==> config.mk <==
export PLATFORM = sky130hd
export DESIGN_NAME = imm_gen_pipe
export DESIGN_NICKNAME = d
export VERILOG_FILES = /design/src/rtl/imm_gen_pipe.sv
export SDC_FILE = /design/constraint.sdc
export NUM_CORES = 1
export LEC_CHECK = 0
export BUFFER_PORTS_ARGS = -buffer_cell sky130_fd_sc_hd__buf_4
export CORE_MARGIN = 4
export CORE_UTILIZATION = 54
export CTS_CLUSTER_SIZE = 8
export DETAILED_ROUTE_END_ITERATION = 16
export PLACE_DENSITY_LB_ADDON = 0.3
export SETUP_SLACK_MARGIN = 0.5
export SLEW_MARGIN = 20
export SYNTH_ARGS = -nofsm -noshare
export SYNTH_HDL_FRONTEND = slang
export SYNTH_SLANG_ARGS = --single-unit
==> constraint.sdc <==
create_clock -name clk -period 2.3 [get_ports clk]
set_clock_uncertainty 0.2 [all_clocks]
set_input_delay 0.345 -clock clk [delete_from_list [all_inputs] [get_ports clk]]
set_output_delay 0.345 -clock clk [all_outputs]
set_load 0.01 [all_outputs]
==> src/rtl/imm_gen_pipe.sv <==
// Purpose: pipelined RV32I immediate generator (I/S/B/U/J), sign-extended to XLEN, with illegal-opcode flag and counter.
// Latency: one cycle from input transfer to output when the output stage is empty or draining.
// Backpressure: one-entry skid buffer absorbs a stall; InReady is the registered inverse of the skid-full flag.
//
// Ports:
//   clk, reset              rising-edge clock, synchronous active-high reset
//   InValid/InReady/InstCode input handshake and 32-bit instruction word
//   OutValid/OutReady        output handshake
//   ImmOut, ImmFmt, IllegalOp decoded immediate, format code (0 none,1 I,2 S,3 B,4 U,5 J,7 illegal), illegal flag
//   IllegalCnt               saturating count of accepted illegal instructions
module imm_gen_pipe #(
    parameter int XLEN  = 32,
    parameter int CNT_W = 8
) (
    input  logic             clk,
    input  logic             reset,
    input  logic             InValid,
    output logic             InReady,
    input  logic [31:0]      InstCode,
    output logic             OutValid,
    input  logic             OutReady,
    output logic [XLEN-1:0]  ImmOut,
    output logic [2:0]       ImmFmt,
    output logic             IllegalOp,
    output logic [CNT_W-1:0] IllegalCnt
);

    localparam logic [6:0] OPC_LOAD   = 7'b0000011;
    localparam logic [6:0] OPC_OPIMM  = 7'b0010011;
    localparam logic [6:0] OPC_JALR   = 7'b1100111;
    localparam logic [6:0] OPC_STORE  = 7'b0100011;
    localparam logic [6:0] OPC_BRANCH = 7'b1100011;
    localparam logic [6:0] OPC_LUI    = 7'b0110111;
    localparam logic [6:0] OPC_AUIPC  = 7'b0010111;
    localparam logic [6:0] OPC_JAL    = 7'b1101111;
    localparam logic [6:0] OPC_OP     = 7'b0110011;

    localparam logic [2:0] FMT_NONE = 3'd0;
    localparam logic [2:0] FMT_I    = 3'd1;
    localparam logic [2:0] FMT_S    = 3'd2;
    localparam logic [2:0] FMT_B    = 3'd3;
    localparam logic [2:0] FMT_U    = 3'd4;
    localparam logic [2:0] FMT_J    = 3'd5;
    localparam logic [2:0] FMT_ILL  = 3'd7;

    localparam logic [CNT_W-1:0] CNT_MAX = '1;

    typedef struct packed {
        logic [XLEN-1:0] imm;
        logic [2:0]      fmt;
        logic            ill;
    } dec_t;

    // ------------------------------------------------------------------
    // Combinational decode of the incoming word
    // ------------------------------------------------------------------
    logic signed [31:0] imm32;
    dec_t               dec;

    always_comb begin
        imm32   = '0;
        dec.fmt = FMT_NONE;
        dec.ill = 1'b0;
        unique case (InstCode[6:0])
            OPC_LOAD, OPC_OPIMM, OPC_JALR: begin
                // Shift immediates keep their funct bits in [11:5]; no special case.
                imm32   = 32'($signed(InstCode[31:20]));
                dec.fmt = FMT_I;
            end
            OPC_STORE: begin
                imm32   = 32'($signed({InstCode[31:25], InstCode[11:7]}));
                dec.fmt = FMT_S;
            end
            OPC_BRANCH: begin
                imm32   = 32'($signed({InstCode[31], InstCode[7], InstCode[30:25],
                                       InstCode[11:8], 1'b0}));
                dec.fmt = FMT_B;
            end
            OPC_LUI, OPC_AUIPC: begin
                imm32   = {InstCode[31:12], 12'b0};
                dec.fmt = FMT_U;
            end
            OPC_JAL: begin
                imm32   = 32'($signed({InstCode[31], InstCode[19:12], InstCode[20],
                                       InstCode[30:21], 1'b0}));
                dec.fmt = FMT_J;
            end
            OPC_OP: begin
                dec.fmt = FMT_NONE;
            end
            default: begin
                dec.fmt = FMT_ILL;
                dec.ill = 1'b1;
            end
        endcase
        // imm32 is signed, so widening to 64 bits replicates bit 31.
        dec.imm = XLEN'(imm32);
    end

    // ------------------------------------------------------------------
    // Output stage plus one-entry skid buffer
    // ------------------------------------------------------------------
    logic skid_vld;
    dec_t skid_dat;
    logic out_vld;
    dec_t out_dat;
    logic in_xfer;
    logic out_free;

    assign InReady  = !skid_vld;
    assign in_xfer  = InValid && !skid_vld;
    assign out_free = !out_vld || OutReady;

    always_ff @(posedge clk) begin
        if (reset) begin
            skid_vld   <= 1'b0;
            skid_dat   <= '0;
            out_vld    <= 1'b0;
            out_dat    <= '0;
            IllegalCnt <= '0;
        end else begin
            if (out_free) begin
                if (skid_vld) begin
                    // Skid drains first; no input can be taken this cycle since InReady=0.
                    out_dat  <= skid_dat;
                    out_vld  <= 1'b1;
                    skid_vld <= 1'b0;
                end else if (in_xfer) begin
                    out_dat <= dec;
                    out_vld <= 1'b1;
                end else begin
                    out_vld <= 1'b0;
                end
            end else if (in_xfer) begin
                // Output stalled: park the decoded word.
                skid_dat <= dec;
                skid_vld <= 1'b1;
            end

            // Counted at acceptance regardless of where the entry lands.
            if (in_xfer && dec.ill && (IllegalCnt != CNT_MAX)) begin
                IllegalCnt <= IllegalCnt + 1'b1;
            end
        end
    end

    assign OutValid  = out_vld;
    assign ImmOut    = out_dat.imm;
    assign ImmFmt    = out_dat.fmt;
    assign IllegalOp = out_dat.ill;

endmodule
==> results.txt <==
----------------------------------------------------
[Floorplan]
  Effective utilization at floorplan ... 56.52%
  Placeable core region ... around 6400 um^2
  Number of top-level design ports ... 82
  Cell row count ... 29
  Die footprint ... 8097 um^2
  Vertical die dimension ... around 90 um
  Die X ... 89.99 um

[Worst hold path]
  Worst min path class ... input port to flop
  Hold Crit Start ... InstCode[22]

[Timing]
  Headroom to the max-slew limit ... 61.42%
  Shortest period the worst path allows ... between 1.5 and 2 ns
  Number of hold violations in the final report ... 0
  Setup TNS Final ... 0 ns
  Setup repair after global routing missed its margin ... yes
  Final worst setup slack ... roughly 0.46 ns
  Period utilisation layout ... approximately 80%
  Timing-limited maximum frequency ... between 500 and 600 MHz
  # setup viols final ... 0
  Fin. max-slew vios ... 0
  Actual slew at the worst max-slew pin ... 0.5755 ns

[Global routing]
  Total gr overflow ... 0
  Combined global-route utilization of all metal layers ... between 20% and 30%
  Number of antenna violations at the first check in global routing ... 0
  Via count of the first global-routing pass ... about 3500
  First-pass GRT wire length ... roughly 17 mm
  Pin count of the biggest net entering global routing ... 83

[Synth]
  Number of enable flip-flop cells after synthesis ... 0
  Post-Syn Area ... 3630 um^2
  Most frequent cells after synthesis ... sky130_fd_sc_hd__dfxtp_1 (82), sky130_fd_sc_hd__nand2_1 (63), sky130_fd_sc_hd__nor2_1 (55)
  Number of instances in the synthesized netlist ... 446
  Yosys Warn Count ... 0
  Share of flip-flops with an asynchronous set or reset ... 0%
  Post-synthesis net count ... around 480
  Number of distinct standard cells referenced by the synthesized netlist ... just under 50
  Flip-flop and latch count after synthesis ... 82
  Top-count cell post-synth ... sky130_fd_sc_hd__dfxtp_1
  Proportion of netlist area held by the largest area contributor ... a little under half
  Post-synthesis cell type with the largest combined area ... sky130_fd_sc_hd__dfxtp_1
  Mean post-synth cell area ... around 8.1 um^2
  Main flop type after synthesis ... sky130_fd_sc_hd__dfxtp_1
  Portion of the post-synthesis area used by sequential elements ... between 40% and 50%
  Top cells by area, synth ... sky130_fd_sc_hd__dfxtp_1 (45%), sky130_fd_sc_hd__nand2_1 (6.5%), sky130_fd_sc_hd__nor2_1 (5.7%), sky130_fd_sc_hd__a211oi_1 (5.4%), sky130_fd_sc_hd__a21oi_1 (3.9%)

[Worst setup path]
  Setup slack of the most critical reg-to-reg path ... around 0.46 ns
  Crit Path Max Fanout ... 6
  Critical path data required time ... 2.39 ns
  Kind of end point of the critical path ... flop
  Startpoint-to-endpoint class of the critical path ... flop to flop
  Source of the worst register-to-register timing path ... IllegalCnt[0]
  Critical Path AT ... approximately 1.9 ns
  Critical Path Source Type ... flop
  Timing startpoint of the critical path ... IllegalCnt[0]

[Pwr]
  Sequential power share ... approximately 50%
  Logic gate share of total power ... 13.5%
  Net Switching ... about 760 uW
  Total internal power ... ~2.2 mW
  Highest ir drop seen on vdd ... about 0.00055 V
  Switching portion of total power ... roughly 26%
  Leak pwr ... roughly 1.9 nW
  Share of power burned in the clock network ... a little over a third
  Power per cell area ... approximately 630 nW/um^2

[Clocking]
  TritonCTS buffer count ... 9
  Master cell of the clock root buffer ... sky130_fd_sc_hd__clkbuf_8
  Clock tree from TritonCTS ... yes
  H-tree levels ... 3
  Clock transition at the register clock pins on the worst setup and hold paths after CTS ... about 0.09 ns
  Skew-Pair Late Insertion Delay ... ~0.35 ns
  Clock Path Buffers ... 2
  Sinks on the clock net ... 82

[Place]
  HPWL Detailed ... approximately 6.8 mm
  Final RePlAce weighted congestion ... a little over 0.9
  Placed Instances ... ~590
  Post-placement worst setup slack ... around 0.063 ns
  Port-buffer cells ... 81

[Detailed routing]
  Number of nets with antenna violations after routing ... 0
  Vias ... about 3700
  Drt drc ... 0
  First-pass iteration count of the detailed router ... 7
  Total Wirelength ... roughly 10 mm
  Routed via count divided by cell count ... a little over 6
  Mean routed wirelength per cell ... 16.75 um
  Iter 0 DRT Violations ... between 300 and 400

[Cells and area]
  Share of post-route cells with drive strength above 1 ... 28.54%
  Count of placed standard cells in the final layout, fillers left out ... 613
  Diodes inserted ... 0
  Final net count ... between 500 and 600
  Area growth from synthesis to layout ... 31.09%
  Fillers ... 501

[Run status]
  Result of the run ... complete, no violations

[Job]
  # Max-Cap Violations ... 0

----------------------------------------------------
[cell usage in the layout (no fill, tap or decap), drive strengths merged, types with 2 or more instances in the layout]
master / instances
clkbuf: 13
nor2b: 6
o21ai: 20
mux2i: 3
and2: 2
nor2: 55
a22oi: 10
and3: 13
o211ai: 13
inv: 3
dfxtp: 82
nand2b: 3
o22ai: 2
a311oi: 2
a41o: 2
o31ai: 6
and3b: 2
buf: 108
nand2: 64
a21oi: 28
a211oi: 26
or3: 2
nor4: 2
nor3: 18
or4: 2
nand3: 10
a221oi: 14
a31oi: 7
[power by group through the flow]
stage	combinational (mW)	sequential [mW]	clock, mW
final	0.405	1.50	1.08
after global routing	0.442	1.51	1.17
after CTS	0.389	1.50	1.09
after detailed placement	0.374	1.53	0
after global placement	0.367	1.53	0
after floorplan	0.185	1.54	0
[flip-flops by register name, indices dropped and copies added (netlist names)]
register	count
skid_dat	36
ImmOut	32
IllegalCnt	8
ImmFmt	3
IllegalOp	1
OutValid	1
skid_vld	1
[cells by family (layout without fill, tap and decap cells)]
| group | Yosys count | after routing | share of synthesized area, % |
|---|---|---|---|
| compound gates | 136 | 136 | 25.30 |
| fa+ha+maj | 1 | 1 | 0.3447 |
| mux | 3 | 3 | 0.8273 |
| flops | 82 | 82 | 45.23 |
| simple gates | 187 | 187 | 24.10 |
| buf+inv | 37 | 127 | 4.206 |
[worst max-delay path, stage by stage (launching register included)]
cell and delay (ns):
sky130_fd_sc_hd__dfxtp_4 0.36, sky130_fd_sc_hd__ha_4 0.17, sky130_fd_sc_hd__nand2_4 0.08, sky130_fd_sc_hd__nor3_4 0.05
sky130_fd_sc_hd__or3_4 0.36, sky130_fd_sc_hd__or4_4 0.42, sky130_fd_sc_hd__a21oi_2 0.14
[per-stage QoR]
step | hold slack (ns) | cell area [um^2] | power [mW] | util, %
global placement | 0.2399 | 4380 | 1.899 | 68.21
floorplan | 0.2316 | 3677 | 1.729 | -
CTS | 0.03453 | 4659 | 2.981 | 72.55
detailed placement | 0.2471 | 4380 | 1.909 | 68.21
finish | 0.03940 | 4758 | 2.989 | 74.09
global route | 0.03217 | 4758 | 3.118 | 74.09
[timing repair]
| item | in CTS | in global routing |
|---|---|---|
| endpoints found under the setup margin | 38 | 70 |
| buffers inserted | 5 | 5 |
| pin swaps | 3 | 4 |
| gates resized for setup | 8 | 17 |
| hold buffers | 0 | 0 |
[cell type report]
type                    instances  area [um^2]  share of cell area, %
multi-input cells             327         1954                  41.07
flip-flops and latches         82         1650                  34.68
repair buffers                108        839.6                  17.64
clock buffers                  13        160.2                  3.366
well taps                      77        96.34                  2.025
clock inverters                 3        46.29                 0.9729
inverters                       3        11.26                 0.2367
[per-layer routing]
metal  vias up  part of all wire (%)  global-route usage, %
met1      1729                    42                  31.44
met2       148                    49                  41.48
met3        24                   6.5                  6.344
met5         -                     0                      0
met4         0                   2.2                  10.33
li1       1803                     -                      -
[worst paths after layout]
kind                   endpoint  cells past startpoint
setup / recovery  IllegalCnt[5]                      6
hold / removal       ImmOut[22]                      3
setup reg to reg  IllegalCnt[5]                      6
hold reg to reg    skid_dat[35]                      2
Power figures use the tool's default switching activity.
